File: src/rtl/chess_move_controller_if.sv
// chess_move_controller_if: single read/write port of the 64-square board layout memory.
//   SqAddr   [5:0]  square index Y*8+X, driven by the controller
//   SqWrEn          write strobe, driven by the controller
//   SqWrData [7:0]  write data, driven by the controller
//   SqRdData [7:0]  read data from the memory, valid one cycle after SqAddr
//   modport master: controller side; modport slave: memory side
interface chess_move_controller_if;
  logic [5:0] SqAddr;
  logic       SqWrEn;
  logic [7:0] SqWrData;
  logic [7:0] SqRdData;
  modport master(output SqAddr, SqWrEn, SqWrData, input SqRdData);
  modport slave(input SqAddr, SqWrEn, SqWrData, output SqRdData);
endinterface

File: src/rtl/chess_move_controller.sv
// chess_move_controller: sequences one player move on the board layout memory
// (cursor, pick-up, destination check, two-write commit, turn hand-over, timeouts).
//   clock, resetApp_n           clock and asynchronous active-low reset
//   Tick                        key-sample strobe; keys act only when it is high
//   KeyLeft/Right/Up/Down/Select active-low keys, priority in that order
//   TimeoutWhite/TimeoutBlack   level timeout flags from the game timer
//   sq                          layout memory port (master side)
//   CursorX/CursorY             cursor column/row
//   Selected, SrcIdx            a source piece is held, and where
//   Turn                        side to move (0 white, 1 black)
//   MoveDone                    one-cycle pulse per committed move
//   GameOver, Winner            sticky end-of-game flag and winning colour
// Build option CAPTURE_COUNT_EN adds CapturedByWhite/CapturedByBlack saturating counters.
module chess_move_controller #(
  parameter int         CHESS_SQUARES = 64,
  parameter int         SQUARE_WIDTH  = 8,
  parameter logic [2:0] CURSOR_INIT_X = 3'd2,
  parameter logic [2:0] CURSOR_INIT_Y = 3'd3
) (
  input  logic clock,
  input  logic resetApp_n,
  input  logic Tick,
  input  logic KeyLeft,
  input  logic KeyRight,
  input  logic KeyUp,
  input  logic KeyDown,
  input  logic KeySelect,
  input  logic TimeoutWhite,
  input  logic TimeoutBlack,
  chess_move_controller_if.master sq,
  output logic [2:0] CursorX,
  output logic [2:0] CursorY,
  output logic Selected,
  output logic [$clog2(CHESS_SQUARES)-1:0] SrcIdx,
  output logic Turn,
  output logic MoveDone,
  output logic GameOver,
  output logic Winner
`ifdef CAPTURE_COUNT_EN
  ,
  output logic [3:0] CapturedByWhite,
  output logic [3:0] CapturedByBlack
`endif
);
  typedef enum logic [3:0] {
    WAIT_SRC, RD_SRC, CHK_SRC, WAIT_DST, RD_DST, CHK_DST, WR_DST, WR_SRC, DONE, GAME_OVER
  } state_t;
  state_t state, stateNext;
  logic [2:0] cursorXNext, cursorYNext;
  logic [5:0] sqAddr, sqAddrNext, cursorIdx, srcIdxNext;
  logic [SQUARE_WIDTH-1:0] srcByte, srcByteNext;
  logic [3:0] dstHi, dstHiNext;
  logic selectedNext, turnNext, gameOverNext, winnerNext;
  logic inWait, goLeft, goRight, goUp, goDown, goSelect, ownPiece;
  assign cursorIdx = {CursorY, CursorX};
  assign inWait    = state == WAIT_SRC || state == WAIT_DST;
  assign goLeft    = Tick && !KeyLeft;
  assign goRight   = Tick && KeyLeft && !KeyRight;
  assign goUp      = Tick && KeyLeft && KeyRight && !KeyUp;
  assign goDown    = Tick && KeyLeft && KeyRight && KeyUp && !KeyDown;
  assign goSelect  = Tick && KeyLeft && KeyRight && KeyUp && KeyDown && !KeySelect;
  assign ownPiece  = sq.SqRdData[3:0] != 4'h0 && sq.SqRdData[3] == Turn;
  assign sq.SqAddr   = sqAddr;
  assign sq.SqWrEn   = state == WR_DST || state == WR_SRC;
  assign sq.SqWrData = state == WR_DST ? {dstHi, srcByte[3:0]} :
                       state == WR_SRC ? {srcByte[SQUARE_WIDTH-1:4], 4'h0} : '0;
  assign MoveDone    = state == DONE;
  always_comb begin
    stateNext    = state;
    cursorXNext  = CursorX;
    cursorYNext  = CursorY;
    selectedNext = Selected;
    srcIdxNext   = SrcIdx;
    srcByteNext  = srcByte;
    dstHiNext    = dstHi;
    turnNext     = Turn;
    gameOverNext = GameOver;
    winnerNext   = Winner;
    // Timeouts are only honoured between moves so a started commit always finishes.
    if (inWait && (TimeoutWhite || TimeoutBlack)) begin
      stateNext    = GAME_OVER;
      gameOverNext = 1'b1;
      selectedNext = 1'b0;
      winnerNext   = (TimeoutWhite && TimeoutBlack) ? ~Turn : TimeoutWhite;
    end else begin
      if (inWait) begin
        cursorXNext = CursorX + {2'b0, goRight} - {2'b0, goLeft};
        cursorYNext = CursorY + {2'b0, goUp} - {2'b0, goDown};
      end
      case (state)
        WAIT_SRC: stateNext = goSelect ? RD_SRC : WAIT_SRC;
        RD_SRC:   stateNext = CHK_SRC;
        CHK_SRC: begin
          stateNext = ownPiece ? WAIT_DST : WAIT_SRC;
          if (ownPiece) begin
            srcByteNext  = sq.SqRdData;
            srcIdxNext   = cursorIdx;
            selectedNext = 1'b1;
          end
        end
        WAIT_DST: if (goSelect) begin
          stateNext    = cursorIdx == SrcIdx ? WAIT_SRC : RD_DST;
          selectedNext = cursorIdx != SrcIdx;
        end
        RD_DST:   stateNext = CHK_DST;
        CHK_DST: begin
          stateNext = ownPiece ? WAIT_DST : WR_DST;
          if (ownPiece) begin
            srcByteNext = sq.SqRdData;
            srcIdxNext  = cursorIdx;
          end else dstHiNext = sq.SqRdData[7:4];
        end
        WR_DST:    stateNext = WR_SRC;
        WR_SRC:    stateNext = DONE;
        DONE: begin
          stateNext    = WAIT_SRC;
          turnNext     = ~Turn;
          selectedNext = 1'b0;
        end
        GAME_OVER: stateNext = GAME_OVER;
        default:   stateNext = WAIT_SRC;
      endcase
    end
    // The cursor stays on the destination through WR_DST, so only WR_SRC needs a redirect.
    sqAddrNext = stateNext == WR_SRC ? SrcIdx : {cursorYNext, cursorXNext};
  end
  always_ff @(posedge clock or negedge resetApp_n) begin
    if (!resetApp_n) begin
      state    <= WAIT_SRC;
      CursorX  <= CURSOR_INIT_X;
      CursorY  <= CURSOR_INIT_Y;
      sqAddr   <= '0;
      Selected <= 1'b0;
      SrcIdx   <= '0;
      srcByte  <= '0;
      dstHi    <= '0;
      Turn     <= 1'b0;
      GameOver <= 1'b0;
      Winner   <= 1'b0;
    end else begin
      state    <= stateNext;
      CursorX  <= cursorXNext;
      CursorY  <= cursorYNext;
      sqAddr   <= sqAddrNext;
      Selected <= selectedNext;
      SrcIdx   <= srcIdxNext;
      srcByte  <= srcByteNext;
      dstHi    <= dstHiNext;
      Turn     <= turnNext;
      GameOver <= gameOverNext;
      Winner   <= winnerNext;
    end
  end
`ifdef CAPTURE_COUNT_EN
  logic captured;
  always_ff @(posedge clock or negedge resetApp_n) begin
    if (!resetApp_n) begin
      captured        <= 1'b0;
      CapturedByWhite <= '0;
      CapturedByBlack <= '0;
    end else begin
      if (state == CHK_DST) captured <= sq.SqRdData[3:0] != 4'h0;
      if (state == DONE && captured && !Turn && CapturedByWhite != 4'hF)
        CapturedByWhite <= CapturedByWhite + 4'h1;
      if (state == DONE && captured && Turn && CapturedByBlack != 4'hF)
        CapturedByBlack <= CapturedByBlack + 4'h1;
    end
  end
`endif
endmodule

File: src/flat_wrapper.sv
// flat-port wrapper written by rule: the top's interface ports become plain ports
module chess_move_controller_flat 
#(
  parameter int         CHESS_SQUARES = 64,
  parameter int         SQUARE_WIDTH  = 8,
  parameter logic [2:0] CURSOR_INIT_X = 3'd2,
  parameter logic [2:0] CURSOR_INIT_Y = 3'd3
)
  (clock, resetApp_n, Tick, KeyLeft, KeyRight, KeyUp, KeyDown, KeySelect, TimeoutWhite, TimeoutBlack, CursorX, CursorY, Selected, SrcIdx, Turn, MoveDone, GameOver, Winner, sq_SqAddr, sq_SqWrEn, sq_SqWrData, sq_SqRdData);
  chess_move_controller_if sq_i ();
  input  logic clock;
  input  logic resetApp_n;
  input  logic Tick;
  input  logic KeyLeft;
  input  logic KeyRight;
  input  logic KeyUp;
  input  logic KeyDown;
  input  logic KeySelect;
  input  logic TimeoutWhite;
  input  logic TimeoutBlack;
  output logic [2:0] CursorX;
  output logic [2:0] CursorY;
  output logic Selected;
  output logic [$clog2(CHESS_SQUARES)-1:0] SrcIdx;
  output logic Turn;
  output logic MoveDone;
  output logic GameOver;
  output logic Winner;
  output wire logic [$bits(sq_i.SqAddr)-1:0] sq_SqAddr;
  output wire logic [$bits(sq_i.SqWrEn)-1:0] sq_SqWrEn;
  output wire logic [$bits(sq_i.SqWrData)-1:0] sq_SqWrData;
  input wire logic [$bits(sq_i.SqRdData)-1:0] sq_SqRdData;
  assign sq_SqAddr = sq_i.SqAddr;
  assign sq_SqWrEn = sq_i.SqWrEn;
  assign sq_SqWrData = sq_i.SqWrData;
  assign sq_i.SqRdData = sq_SqRdData;
  chess_move_controller #(.CHESS_SQUARES(CHESS_SQUARES), .SQUARE_WIDTH(SQUARE_WIDTH), .CURSOR_INIT_X(CURSOR_INIT_X), .CURSOR_INIT_Y(CURSOR_INIT_Y)) u_core (.clock(clock), .resetApp_n(resetApp_n), .Tick(Tick), .KeyLeft(KeyLeft), .KeyRight(KeyRight), .KeyUp(KeyUp), .KeyDown(KeyDown), .KeySelect(KeySelect), .TimeoutWhite(TimeoutWhite), .TimeoutBlack(TimeoutBlack), .sq(sq_i), .CursorX(CursorX), .CursorY(CursorY), .Selected(Selected), .SrcIdx(SrcIdx), .Turn(Turn), .MoveDone(MoveDone), .GameOver(GameOver), .Winner(Winner));
endmodule
File: config.mk
export PLATFORM = sky130hd
export DESIGN_NAME = chess_move_controller_flat
export DESIGN_NICKNAME = d
export VERILOG_FILES = /design/src/rtl/chess_move_controller_if.sv /design/src/rtl/chess_move_controller.sv /design/src/flat_wrapper.sv
export SDC_FILE = /design/constraint.sdc
export NUM_CORES = 1
export LEC_CHECK = 0
export CAP_MARGIN = 20
export CORE_MARGIN = 8
export CORE_UTILIZATION = 50
export DETAILED_ROUTE_END_ITERATION = 16
export MAX_ROUTING_LAYER = met4
export PLACE_DENSITY = 0.77
export REMOVE_ABC_BUFFERS = 1
export SLEW_MARGIN = 20
export SYNTH_ARGS = -nofsm -noshare
export SYNTH_HDL_FRONTEND = slang
export SYNTH_SLANG_ARGS = --single-unit
File: constraint.sdc
create_clock -name clock -period 2.55 [get_ports clock]
set_clock_uncertainty 0.05 [all_clocks]
set_input_delay 0.765 -clock clock [delete_from_list [all_inputs] [get_ports clock]]
set_output_delay 0.765 -clock clock [all_outputs]
set_load 0.02 [all_outputs]
== Yosys cells after proc, flatten, opt, wreduce, memory -nomap -nowiden ==
Cells that the tools add are included.

* Bits in registers: 38

* Multiplexer cells: 19
* Reduce and logical (&&, ||, !) cells: 28
* Equal/unequal tests: 15
* Bitwise logic cells: 3
* Add/subtract/negate cells: 4

{| class="wikitable"
|+ Operators with widths
! cell !! count
|-
| one-hot mux 4 bit (9 select lines) || 1
|-
| == test 4 x 3 -> 1 bit (second input constant) || 5
|-
| 2-to-1 mux 3 bit || 6
|-
| 2-to-1 mux 8 bit || 2
|-
| logical AND 1 bit || 12
|-
| AND reduction 3 bit || 3
|-
| == test 4 x 2 -> 1 bit (second input constant) || 2
|-
| == test 4 bit (second input constant) || 2
|-
| 2-to-1 mux 4 bit || 2
|-
| nonzero test 4 bit || 2
|-
| adder 3 x 1 -> 3 bit || 2
|-
| == test 6 bit || 1
|-
| 2-to-1 mux 6 bit || 1
|-
| inequality test 6 bit || 1
|-
| subtractor 3 x 1 -> 3 bit || 2
|-
| logical NOT 1 bit || 5
|-
| 2-to-1 mux 1 bit || 5
|-
| == test 4 x 1 -> 1 bit (second input constant) || 1
|-
| logical NOT 4 bit || 1
|-
| logical OR 1 bit || 3
|-
| inequality test 3 x 1 -> 1 bit (second input constant) || 1
|-
| inequality test 3 x 2 -> 1 bit (second input constant) || 1
|-
| inverter 1 bit || 3
|-
| one-hot mux 1 bit (3 select lines) || 1
|-
| other kinds (4) || 4
|}

== Logic depth before layout (Yosys ltp) ==
* Depth after elaboration: 10
* Mapped depth: 11
* Mapped depth without buffers: 10

== Least setup slack after synthesis ==
Ideal clock, no wire load.

* Path kind: input-to-reg
* From: in KeyLeft
* To: reg u_core.sqAddr[5], in the netlist u_core.sq.SqAddr[5]
* Setup time: 125 ps
* Data arrival time: 2714 ps
* Path slack: -339 ps
* Stages on the path: 11
* Cells stage by stage: and4_1 -> clkbuf_1 -> nor2b_1 -> ha_1 -> inv_1 -> ha_1 -> fa_1 -> xnor2_1 -> nand4_1 -> xnor2_1 -> mux2_2

{| class="wikitable"
|+ RTL lines
! element !! line !! text
|-
| from (decl) || flat_wrapper.sv:14 || <nowiki>input logic KeyLeft;</nowiki>
|-
| logical AND 1 bit * (2 in series) || chess_move_controller.sv:59, chess_move_controller.sv:60 ||
|-
| logical AND 1 bit (on tied branches) || chess_move_controller.sv:59, chess_move_controller.sv:60 ||
|-
| adder 3 x 1 -> 3 bit / logical AND 1 bit (equally long branches) || chess_move_controller.sv:88, chess_move_controller.sv:60 ||
|-
| subtractor 3 x 1 -> 3 bit * || chess_move_controller.sv:88 || <nowiki>cursorYNext = CursorY + {2'b0, goUp} - {2'b0, goDown};</nowiki>
|-
| 2-to-1 mux 3 bit * || chess_move_controller.sv:86 || <nowiki>if (inWait) begin</nowiki>
|-
| 2-to-1 mux 3 bit * || chess_move_controller.sv:80 || <nowiki>if (inWait && (TimeoutWhite || TimeoutBlack)) begin</nowiki>
|-
| named net u_core.cursorYNext[2] || chess_move_controller.sv:49 || <nowiki>logic [2:0] cursorXNext, cursorYNext;</nowiki>
|-
| 2-to-1 mux 6 bit * || chess_move_controller.sv:125 || <nowiki>sqAddrNext = stateNext == WR_SRC ? SrcIdx : {cursorYNext, cursorXNext};</nowiki>
|-
| named net u_core.sqAddrNext[5] || chess_move_controller.sv:50 || <nowiki>logic [5:0] sqAddr, sqAddrNext, cursorIdx, srcIdxNext;</nowiki>
|-
| to (signal assigned) || chess_move_controller.sv:144 || <nowiki>sqAddr <= sqAddrNext;</nowiki>
|-
| to (decl) || chess_move_controller.sv:50 ||
|}

The timed path passes the listed nets; every way through them passes the cells marked *.
A chain may end at the register's enable or synchronous reset.

== Worst setup path after layout ==
Ends and elaborated chain as after synthesis.

==> metrics.md <==
| Metric | Value |
|---|---|
| Status | finished, violations left |
| Failing checks | setup timing |
| Core ar. | 4030 um2 |
| Starting density of the core | 0.523 |
| RSZ-0062 raised after global routing | true |
| GPL Wtd Cong | 0.833 |
| Row count | 23 |
| Vias per cell | 5.34 |
| Post-Syn Area | 2110 um2 |
| Grt ovf | 0 |
| Via count | 1619 |
| Clk pwr share | 0.139 |
| Syn Area/Cell | 11.4 um2 |
| Crit-path slowest cell | fa_2 |
| LEAKAGE | 0.00136 uW |
| Sw Share | 0.388 |
| CTS Buf Count | 5 |
| # setup viols final | 1 |
| Pint | 1890 uW |
| First-iteration detailed-routing DRC count | 111 |
| Pwr Density | 1070 nW/um2 |
| Pin count of the biggest net entering global routing | 21 |
| Netlist cell types | 49 |
| Post-route ant nets | 0 |
| Die H | 80.9 um |
| Placed inst area | 2740 um2 |
| Critical Path RT | 2.69 ns |
| Layout area overhead | 37.0% |
| Critical path origin | KeyLeft |
| Rel. slew slack | 0.701 |
| Yosys warnings | 0 |
| VDD IR max | 0.730 mV |
| Max Root-Sink Buffers | 2 |
| Antenna cells | 0 |
| Clock sink total | 38 |
| Wire length per cell | 16.8 um |
| Synth top cells by count | dfrtp_1 (35), mux2_2 (27), inv_1 (13), nor2_1 (11), xor2_1 (9) |
| Final period utilization | 1.03 |
| Post-synth EDFFs | 0 |
| Yosys top cell area share | 0.416 |
| Syn Inst Count | 185 |
| Worst skew pair latency | 0.29 ns |
| Setup_tns | -0.0730 ns |
| Tmin final | 2.62 ns |
| Max-cap violation count | 0 |
| NumNets Final | 276 |
| First-pass GRT wire length | 8.24 mm |
| Worst setup EP type | register |
| Post-synthesis register bit count | 38 |
| CP dominant cell by count | ha_4 |
| Post-synth ARST share | 1.00 |
| Post-synth top area cell | dfrtp_1 |
| Actual slew at the worst max-slew pin | 0.445 ns |
| Number of post-CTS setup repair buffers | 0 |
| Gr usage total | 0.169 |
| Most common cell in the netlist | dfrtp_1 |
| CTS tree | yes |
| HP Class | input port to async pin |
| Logic pwr share | 0.523 |
| Worst R2R Start | u_core.CursorY[0] |
| Full die area | 6540 um2 |
| Part of the power in registers | 0.337 |
| CP cell instances | buf_6, and4_4, nor2b_4, ha_4, inv_4, ha_4, fa_2, xnor2_1, nand4_1, xnor2_2, mux2_4 |
| Hold buffers post-CTS | 0 |
| Main synth FF type | dfrtp_1 |
| Antenna violations before repair | 0 |
| Dpl hpwl | 3.69 mm |
| Worst EP arrival | 2.76 ns |
| WS Path Type | input port to register |
| Layout cells sized above 1 | 0.332 |
| Worst setup margin | -0.0730 ns |
| Total power | 3090 uW |
| H-tree levels | 2 |
| Hold Slack | 0.349 ns |
| Max Slew Vio Count | 0 |
| DR pass1 iterations | 4 |
| Fmax | 381 MHz |
| Root Buffer | clkbuf_8 |
| Seq/Total Area, Yosys | 0.453 |
| Final WL | 5.10 mm |
| Psw | 1200 uW |
| Number of I/O port buffers | 49 |
| Reg clk slew, reported paths | 0.08 ns |
| Die width | 80.9 um |
| Post-route cell area | 2890 um2 |
| Startpoint types | input port |
| Top post-synthesis cells by area | dfrtp_1 (42%), mux2_2 (14%), dfstp_2 (3.7%) |
| DRC Markers | 0 |
| Worst-path fanout max | 2 |
| I/O pin cnt | 50 |
| Largest stage delay, worst path | 0.33 ns |
| Vias in the first global route | 1657 |
| Final hold violations | 0 |
[path summary, 6_finish.rpt]
path	to	slack, ns	cells after the start
setup / recovery	u_core.sq.SqAddr[5]	-0.07	11
hold reg to reg	u_core.GameOver	0.42	1
max in group asynchronous	u_core.CursorX[1]	1.53	2
setup reg to reg	u_core.sq.SqAddr[5]	0.14	9
min in group clock	u_core.GameOver	0.42	1
hold / removal	u_core.sq.SqAddr[5]	0.35	1
[stage by stage]
step	instances	util	worst slack [ns]
6_report	303	0.716	-0.0730
5_1_grt	303	0.716	-0.104
4_1_cts	303	0.713	0.0270
3_5_place_dp	295	0.680	-0.788
3_3_place_gp	295	0.680	-0.686
2_1_floorplan	176	-	-0.263
[critical path: cells and delay by family]
kind | cells | cell delay, ns
and+or+nand+nor | 3 | 0.52
adders and majority gates | 3 | 0.75
buffers and inverters | 2 | 0.12
muxes | 1 | 0.26
xor gates and xnor gates | 2 | 0.35
[area by class of cell]
class,instances,area [um2]
multi-input combinational,125,1100
inverter,13,51.3
clock buffer,6,82.6
tap,50,62.6
sequential,38,955
fill,286,1140
clock inverter,2,12.5
timing repair buffer,69,621
[state kept, by name, summed over array words and instances, names as in the netlist, 3 cells and up]
name,count
u_core.srcByte,8
u_core.SrcIdx,6
u_core.sq.SqAddr,6
u_core.dstHi,4
u_core.state,4
u_core.CursorX,3
u_core.CursorY,3
[cells in the final DEF, fill, tap and decap left out, types with 2 or more instances in the layout]
cell,instances
mux2_2,24
nor2_1,11
ha_1,2
nor4_1,2
dfstp_2,3
clkdlybuf4s50_1,33
a31oi_1,2
buf_2,2
dfrtp_1,35
inv_1,12
mux2i_1,6
mux2_4,3
or2_2,2
xnor2_2,2
xor2_1,9
o21ai_0,4
buf_6,3
ha_4,2
nor3_1,2
nand4_1,3
nor2b_1,3
fa_2,2
xnor2_1,2
a211oi_1,4
buf_4,20
a2bb2oi_1,2
dlygate4sd2_1,11
a21oi_1,3
clkbuf_8,6
and3_1,4
nor3b_1,2
nand2_1,7
[power groups by stage]
stage               clock (uW)  sequential (uW)  combinational, uW
finish                     431             1040               1620
global route               476             1080               1750
CTS                        444             1040               1610
detailed placement           0             1040               1560
global placement             0             1040               1540
floorplan                    0             1250                727
[repair_timing]
action / in CTS / in global routing
pin swaps: 8 / 6
gates resized for setup: 42 / 2
setup endpoints to repair: 18 / 2
[per-layer routing]
metal | vias to the layer above | wire length, um | track usage
met4 | 0 | 93 | 0.0518
met1 | 785 | 2330 | 0.211
met3 | 8 | 202 | 0.0419
met5 | - | 0 | -
li1 | 779 | - | -
met2 | 47 | 2470 | 0.264
[logic make-up (layout without fill, tap and decap cells)]
| group | count (synthesis) | in the layout | share of synthesized area |
|---|---|---|---|
| xor gates and xnor gates | 13 | 13 | 0.0576 |
| AOI/OAI and AO/OA | 23 | 23 | 0.0784 |
| muxes | 33 | 33 | 0.173 |
| and+or+nand+nor | 50 | 50 | 0.142 |
| adders and majority gates | 6 | 6 | 0.0428 |
| buffers and inverters | 22 | 90 | 0.0529 |
| DFF | 38 | 38 | 0.453 |
Power figures use the tool's default switching activity.
